===== config.mk =====
export PLATFORM = sky130hd
export DESIGN_NAME = argmax_classifier
export DESIGN_NICKNAME = d
export VERILOG_FILES = /design/src/rtl/argmax_classifier.sv
export SDC_FILE = /design/constraint.sdc
export NUM_CORES = 1
export LEC_CHECK = 0
export ABC_AREA = 1
export ABC_CLOCK_PERIOD_IN_PS = 3970
export BUFFER_PORTS_ARGS = -buffer_cell sky130_fd_sc_hd__buf_2
export CORE_MARGIN = 2
export CORE_UTILIZATION = 26
export CTS_BUF_LIST = sky130_fd_sc_hd__clkbuf_4
export DETAILED_ROUTE_END_ITERATION = 10
export MAX_ROUTING_LAYER = met4
export PLACE_DENSITY_LB_ADDON = 0.3
export SYNTH_ARGS = -nofsm -noshare
export SYNTH_HDL_FRONTEND = slang
export SYNTH_SLANG_ARGS = --single-unit

===== constraint.sdc =====
create_clock -name clk -period 3.97 [get_ports clk]
set_clock_uncertainty 0.05 [all_clocks]
set_input_delay 0.5955 -clock clk [delete_from_list [all_inputs] [get_ports clk]]
set_output_delay 0.5955 -clock clk [all_outputs]
set_load 0.005 [all_outputs]

===== src/rtl/argmax_classifier.sv =====
// rtl/argmax_classifier.sv - sequential argmax over N signed class scores
//
// Purpose:
//   Takes a vector of N signed per-class scores in one handshake, copies it
//   into an internal register and scans it one score per cycle.
//   It reports the index of the largest score and that score.
//   Ties resolve to the lowest index.
//   Both sides use valid/ready so the producer and consumer may stall.
//
// Optional feature macro: ARGMAX_MARGIN_EN
//   When defined, a runner-up score is tracked.
//   The margin port (best minus runner-up, unsigned) is added.
//
// Ports:
//   clk          rising-edge clock
//   GlobalReset  asynchronous reset, active-low
//   in_valid     score vector valid
//   in_ready     block can accept a vector (registered)
//   values       N packed scores, score k at values[(k+1)*VALUE_SIZE-1 -: VALUE_SIZE]
//   out_valid    result valid (registered)
//   out_ready    consumer accepts result
//   class_idx    index of the maximum score
//   max_value    maximum score, signed
//   margin       best minus runner-up, VALUE_SIZE+1 bits (ARGMAX_MARGIN_EN only)
module argmax_classifier #(
  parameter int N          = 10,
  parameter int VALUE_SIZE = 26,
  parameter int IDX_SIZE   = 4
) (
  input  logic                         clk,
  input  logic                         GlobalReset,
  input  logic                         in_valid,
  output logic                         in_ready,
  input  logic [N*VALUE_SIZE-1:0]      values,
  output logic                         out_valid,
  input  logic                         out_ready,
  output logic [IDX_SIZE-1:0]          class_idx,
  output logic signed [VALUE_SIZE-1:0] max_value
`ifdef ARGMAX_MARGIN_EN
  ,
  output logic [VALUE_SIZE:0]          margin
`endif
);

  typedef enum logic [1:0] {
    IDLE = 2'd0,
    SCAN = 2'd1,
    DONE = 2'd2
  } state_t;

  localparam logic [IDX_SIZE-1:0] LAST_IDX = IDX_SIZE'(N - 1);

  state_t                       state_q, state_d;
  logic [N*VALUE_SIZE-1:0]      vec_q, vec_d;
  logic signed [VALUE_SIZE-1:0] best_q, best_d;
  logic [IDX_SIZE-1:0]          idx_q, idx_d;
  logic [IDX_SIZE-1:0]          cnt_q, cnt_d;
  logic signed [VALUE_SIZE-1:0] cur;

  logic                         in_ready_d;
  logic                         out_valid_d;
  logic [IDX_SIZE-1:0]          class_idx_d;
  logic signed [VALUE_SIZE-1:0] max_value_d;

`ifdef ARGMAX_MARGIN_EN
  localparam logic signed [VALUE_SIZE-1:0] MOST_NEG = {1'b1, {(VALUE_SIZE-1){1'b0}}};

  logic signed [VALUE_SIZE-1:0] second_q, second_d;
  logic [VALUE_SIZE:0]          margin_d;
`endif

  // Next-state and next-output logic.
  always_comb begin
    state_d     = state_q;
    vec_d       = vec_q;
    best_d      = best_q;
    idx_d       = idx_q;
    cnt_d       = cnt_q;
    in_ready_d  = in_ready;
    out_valid_d = out_valid;
    class_idx_d = class_idx;
    max_value_d = max_value;
`ifdef ARGMAX_MARGIN_EN
    second_d    = second_q;
    margin_d    = margin;
`endif
    // Score currently under comparison, taken from the internal copy so the
    // producer is free to change values after the accept edge.
    cur = vec_q[int'(cnt_q)*VALUE_SIZE +: VALUE_SIZE];

    case (state_q)
      IDLE: begin
        in_ready_d = 1'b1;
        if (in_valid && in_ready) begin
          vec_d      = values;
          best_d     = values[VALUE_SIZE-1:0];
          idx_d      = '0;
          cnt_d      = IDX_SIZE'(1);
          in_ready_d = 1'b0;
`ifdef ARGMAX_MARGIN_EN
          second_d   = MOST_NEG;
`endif
          state_d    = (N > 1) ? SCAN : DONE;
        end
      end

      SCAN: begin
        // Strictly greater only, so a tie keeps the earlier (lower) index.
        if (cur > best_q) begin
          best_d   = cur;
          idx_d    = cnt_q;
`ifdef ARGMAX_MARGIN_EN
          second_d = best_q;
`endif
        end
`ifdef ARGMAX_MARGIN_EN
        else if (cur > second_q) begin
          second_d = cur;
        end
`endif
        // Stop at the last score instead of incrementing, so cnt never wraps
        // even when N equals 2**IDX_SIZE.
        if (cnt_q == LAST_IDX) begin
          state_d = DONE;
        end else begin
          cnt_d = cnt_q + IDX_SIZE'(1);
        end
      end

      DONE: begin
        // First DONE cycle publishes the result; afterwards the outputs hold
        // until the consumer takes them.
        if (!out_valid) begin
          out_valid_d = 1'b1;
          class_idx_d = idx_q;
          max_value_d = best_q;
`ifdef ARGMAX_MARGIN_EN
          // With a single score there is no runner-up; report zero margin.
          if (N == 1) begin
            margin_d = '0;
          end else begin
            margin_d = {best_q[VALUE_SIZE-1], best_q} - {second_q[VALUE_SIZE-1], second_q};
          end
`endif
        end else if (out_ready) begin
          out_valid_d = 1'b0;
          in_ready_d  = 1'b1;
          state_d     = IDLE;
        end
      end

      default: begin
        state_d = IDLE;
      end
    endcase
  end

  // State and output registers.
  always_ff @(posedge clk or negedge GlobalReset) begin
    if (!GlobalReset) begin
      state_q   <= IDLE;
      vec_q     <= '0;
      best_q    <= '0;
      idx_q     <= '0;
      cnt_q     <= '0;
      in_ready  <= 1'b0;
      out_valid <= 1'b0;
      class_idx <= '0;
      max_value <= '0;
`ifdef ARGMAX_MARGIN_EN
      second_q  <= '0;
      margin    <= '0;
`endif
    end else begin
      state_q   <= state_d;
      vec_q     <= vec_d;
      best_q    <= best_d;
      idx_q     <= idx_d;
      cnt_q     <= cnt_d;
      in_ready  <= in_ready_d;
      out_valid <= out_valid_d;
      class_idx <= class_idx_d;
      max_value <= max_value_d;
`ifdef ARGMAX_MARGIN_EN
      second_q  <= second_d;
      margin    <= margin_d;
`endif
    end
  end

endmodule


======== Word level (Yosys, flattened, before mapping) ========
Index checks and enable logic that the tools add are counted.
word-level totals
  register bits after elaboration ......... 328
  latch bits .............................. 0
  RAM bits ................................ 0
  memory bits (read-only) ................. 0
  output and inout bits ................... 32
  word-level logic and storage cells ...... 53
  memories ................................ 0
operators by class
  add/sub/neg operators ................... 1
  multipliers ............................. 1
  divide/modulo/power cells ............... 0
  magnitude comparators ................... 1
  equal/unequal tests ..................... 9
  shift operators ......................... 1
  mux-type cells .......................... 20
  bitwise gates (word level) .............. 1
  reductions and logical operators ........ 10
operators by type and width
  operator               number
  $shiftx A260 B10 Y26   1
  $mux W26               2
  $pmux W26 S2           1
  $gt A26 B26 Y1         1
  $mux W4                4
  $pmux W4 S2            2
  $ne A2 B2 Y1 const B   6
  $reduce_and A3 Y1      3
  $mul A4 B4 Y8 const B  1
  $mux W2                4
  $pmux W2 S3            1
  $mux W1                5
  $add A4 B1 Y4 const B  1
  $eq A4 B4 Y1 const B   1
  $reduce_and A2 Y1      2
  $reduce_and A4 Y1      1
  $reduce_bool A2 Y1     2
  $eq A2 B1 Y1 const B   1
  $eq A2 B2 Y1 const B   1
  $logic_not A2 Y1       1
  $pmux W1 S2            1
  $logic_and A1 B1 Y1    1
  $not A1 Y1             1

======== Logic depth before layout (Yosys ltp) ========
  depth in word-level cells ............... 5
  depth in mapped cells ................... 23

======== Worst setup path after synthesis ========
Ideal clock, no wire load.
  kind .................................... reg-to-reg
  start ................................... register cnt_q[0]
  end ..................................... register best_q[12]
  arrival time ............................ 2.454 ns
  data required time ...................... 3.803 ns
  setup slack ............................. 1.349 ns
  stages on the path, launching flop included .. 22
  buffers on the path ..................... 3
  clock period less this slack ............ 2.621 ns
  path through ............................ dfrtp_1 > buf_4 > buf_6 > nor2_1 > nor2_1 > o21ai_0 > o211ai_1 > nand3_1 > o21ai_2 > ha_1 > nand2_1 > inv_1 > nand3_1 > nor3_2 > nand2_1 > nand2_1 > nand2_1 > nand3_2 > nand2_2 > buf_6 > nand2_1 > nand2_1
between the ends
  cells in the longest elaborated chain, start to end .. 5
  elaborated cells on any way between the ends .. 7
  classes of those cells .................. 1 x mul; 1 x order compare; 1 x eq/ne; 1 x shift; 2 x mux; 1 x reduce/logical
ends and longest elaborated chain
  element                             RTL line  text
  start: declaration                  57        logic [IDX_SIZE-1:0] cnt_q, cnt_d;
  start signal: assignment            179       cnt_q <= cnt_d;
  $mul A4 B4 Y8 *                     89        cur = vec_q[int'(cnt_q)*VALUE_SIZE +: VALUE_SIZE];
  $shiftx A260 B10 Y26 *              89
  $gt A26 B26 Y1                      109       if (cur > best_q) begin
  $ne A2 B2 Y1 (no source line)       -
  $reduce_and A3 Y1 (no source line)  -
  end signal: assignment              177       best_q <= best_d;
  end: declaration                    55        logic signed [VALUE_SIZE-1:0] best_q, best_d;
Mark *: on every way between the ends. The rest lies on a longest branch, timed or not. The select of a mux whose other input is x is not followed.
A chain may end at the register's enable or synchronous reset.

======== Worst setup path in the final report ========
  start ................................... register cnt_q[1]
  end ..................................... register best_q[12]
Same word-level chain as after synthesis.

==> results.sh <==
export IMPL_cts_sinks=328
export IMPL_hold_viol=0
export IMPL_netlist_instances=2039
export IMPL_register_area_um2=8215
export IMPL_antenna_found_initial=9
export IMPL_cts_max_path_buffers=3
export IMPL_clock_fmax_mhz=273.7
export IMPL_clkLatencyLatePin_ns=0.80
export IMPL_slowest_delay_ns=0.77
export IMPL_grt_start_max_net_pins=199
export IMPL_synthMuxAreaShare=0.01379
export IMPL_fin_cells=3453
export IMPL_avgSynthCellArea_um2=7.698
export IMPL_maxCapViolCount=0
export IMPL_synthesis_area_um2=15700
export IMPL_reg2reg_depth=18
export IMPL_crit_slowest_cell="dfrtp_4"
export IMPL_reg2reg_to="best_q[12]"
export IMPL_synth_net_count=2331
export IMPL_tightest_slew_ns=0.9823
export IMPL_dieHeight_um=249.7
export IMPL_finalMaxSlewViolations=0
export IMPL_antenna_left=0
export IMPL_hpwl_mm=40.81
export IMPL_finalWorstSetupSlack_ns=0.3167
export IMPL_grt_pass1_vias=16170
export IMPL_worstPathCellList="buf_12 > o21ai_0 > o211ai_1 > nand3_1 > o21ai_1 > ha_1 > nand2_1 > nor2_2 > nand2_1 > nor2_1 > nand2_1 > nand2_1 > nor2_1 > nand3_1 > nand3_2 > buf_4 > nand3_1 > nand2_1"
export IMPL_grt_pass1_wl_mm=92.20
export IMPL_status="completed"
export IMPL_htreeDepth=3
export IMPL_avgRoutedWirePerCell_um=17.44
export IMPL_synthTopCellsByArea="dfrtp_1 52%, nand2_1 24%, nor2_1 4.3%"
export IMPL_drtPass1Iterations=5
export IMPL_crit_arrival_ns=4.34
export IMPL_synth_top_family_by_area="simple AND/OR/NAND/NOR gates"
export IMPL_viasPerCell=4.529
export IMPL_critPathRequiredTime_ns=4.65
export IMPL_vdd_drop_max_mv=0.5018
export IMPL_drt_initial_drc_count=1132
export IMPL_grt_overflow_total=0
export IMPL_initial_core_util=0.2615
export IMPL_die_area_um2=62350
export IMPL_root_buffer="clkbuf_4"
export IMPL_numCtsBuffers=90
export IMPL_synth_adder_area_share=0.02232
export IMPL_port_buffers=295
export IMPL_multi_input_area_um2=6731
export IMPL_core_um2=60020
export IMPL_synth_distinct_cells=28
export IMPL_synth_top_area_frac=0.5229
export IMPL_cts_tree="yes"
export IMPL_yosysSeqAreaShare=0.5229
export IMPL_yosysTopAreaCell="dfrtp_1"
export IMPL_vias=15640
export IMPL_min_period_over_period=0.9202
export IMPL_finalSetupViolations=0
export IMPL_synth_compound_area_frac=0.08282
export IMPL_slew_headroom=0.3451
export IMPL_reg2reg_slack_ns=0.32
export IMPL_cp_max_fo=52
export IMPL_rows=90
export IMPL_power_density_nw_per_um2=790.7
export IMPL_yosysWarnings=0
export IMPL_fillCellCount=6240
export IMPL_final_common_cell="nand2_1"
export IMPL_post_cts_buffers=0
export IMPL_ys_ff_latch=328
export IMPL_synth_xor_area_share=0
export IMPL_hold_class="in2reg"
export IMPL_endpoint_kind="flip-flop"
export IMPL_mostFrequentLayoutCells="1,005 x nand2_1, 326 x dfrtp_1, 294 x buf_2"
export IMPL_dp_cells=3026
export IMPL_min_period_ns=3.653
export IMPL_worstSetupPathType="reg2reg"
export IMPL_path_buf_inv=2
export IMPL_min_from="out_ready"
export IMPL_area_growth_syn_to_layout_pct=38.17
export IMPL_startpoint_type="flip-flop"
export IMPL_worstReg2RegStart="cnt_q[1]"
export IMPL_fp_dieW_um=249.7
export IMPL_crit_family="simple AND/OR/NAND/NOR gates"
export IMPL_yosys_area_share_simple=0.3086
export IMPL_place_gp_congestion=0.8974
export IMPL_grt_util_all_layers=0.1977
export IMPL_dp_slack_ns=0.2119
export IMPL_whs_endpoint="state_q[1]"
export IMPL_pin_count=296
export IMPL_cp_common_cell="nand2_1"
export IMPL_clk_transition_reported_paths_ns=0.07
export IMPL_path_depth=18
export IMPL_routed_wirelength_mm=60.22
export IMPL_drc=0
export IMPL_hold_depth=4
export IMPL_p_leak_nw=11.39
export IMPL_nNetsFinal=2888
export IMPL_final_layout_size_suffix_gt1_frac=0.1829
==> registers in the layout, summed over array words and instances (netlist names) <==
register	flops
vec_q	260
idx_q	4
out_valid	1
class_idx	4
best_q	26
cnt_q	4
state_q	2
in_ready	1
max_value	26
==> cells in the mapped netlist <==
| cell | count |
|---|---|
| o21bai_1 | 1 |
| clkbuf_4 | 1 |
| a31oi_1 | 9 |
| inv_2 | 2 |
| a21o_1 | 2 |
| inv_1 | 46 |
| nand3_1 | 69 |
| dfrtp_1 | 328 |
| nor3_1 | 1 |
| o21ai_2 | 4 |
| o21ai_1 | 31 |
| a21oi_1 | 11 |
| nor2_2 | 1 |
| nand3_2 | 1 |
| nor2_1 | 181 |
| mux2_2 | 5 |
| ha_1 | 28 |
| buf_1 | 8 |
| mux2i_1 | 16 |
| buf_6 | 5 |
| o21ai_0 | 117 |
| o211ai_1 | 52 |
| nand2_2 | 1 |
| nor3_2 | 2 |
| buf_4 | 9 |
| clkbuf_1 | 64 |
| buf_2 | 39 |
| nand2_1 | 1005 |
==> report_power, final <==
| group | switching (mW) | internal, mW | total, mW |
|---|---|---|---|
| clock | 1.45 | 1.51 | 2.97 |
| sequential | 0.986 | 4.91 | 5.89 |
| combinational | 5.39 | 2.89 | 8.29 |
| total | 7.83 | 9.31 | 17.1 |
==> how the worst max path moves through the flow <==
stage	start	endpoint	slack, ns
after floorplan	cnt_q[0]	best_q[12]	1.35
after global placement	cnt_q[1]	best_q[10]	0.24
after detailed placement	cnt_q[1]	best_q[13]	0.21
after CTS	cnt_q[1]	best_q[13]	0.16
after global routing	cnt_q[1]	best_q[12]	-0.005
final	cnt_q[1]	best_q[12]	0.32
==> through the flow <==
step,instance area (µm²),hold slack (ns),power (mW),TNS [ns],util
global route,21690,0.1003,18.73,-0.004838,0.3613
floorplan,15700,0.2499,11.26,0,-
finish,21690,0.1234,17.15,0,0.3613
detailed placement,17970,0.4100,13.99,0,0.2993
CTS,21660,0.04200,17.28,0,0.3609
global placement,17970,0.4083,13.87,0,0.2993
==> logic make-up after synthesis <==
| family | count (synthesis) |
|---|---|
| flops | 328 |
| buf+inv | 174 |
| compound gates | 227 |
| simple gates | 1261 |
| mux | 21 |
| fa+ha+maj | 28 |
==> tightest hold or removal path: stages <==
cell     delay [ns]
buf_2          0.08
nand2_1        0.08
nand2_1        0.10
o21ai_0        0.08
==> routing by layer <==
metal / routed length [µm] / vias up / GRT usage
li1: - / 7630 / -
met1: 27240 / 7379 / 0.2508
met2: 27240 / 479 / 0.3032
met3: 2728 / 151 / 0.03045
met4: 3013 / 0 / 0.1072
met5: 0 / - / -
==> final cells by class <==
| type | count | area share |
|---|---|---|
| Sequential cell | 328 | 0.3788 |
| Multi-Input combinational cell | 1537 | 0.3104 |
| Timing Repair Buffer | 591 | 0.2056 |
| Clock buffer | 132 | 0.04569 |
| Tap cell | 782 | 0.04512 |
| Inverter | 48 | 0.008712 |
| Clock inverter | 26 | 0.004615 |
| Antenna cell | 9 | 0.001038 |
==> timing repair <==
| item | in CTS | in global routing |
|---|---|---|
| endpoints found under the setup margin | 0 | 30 |
| hold buffers | 260 | 0 |
| hold endpoints to repair | 353 | 0 |
| resized for setup | 0 | 1 |
No activity file was read; power rests on OpenSTA's default activity.
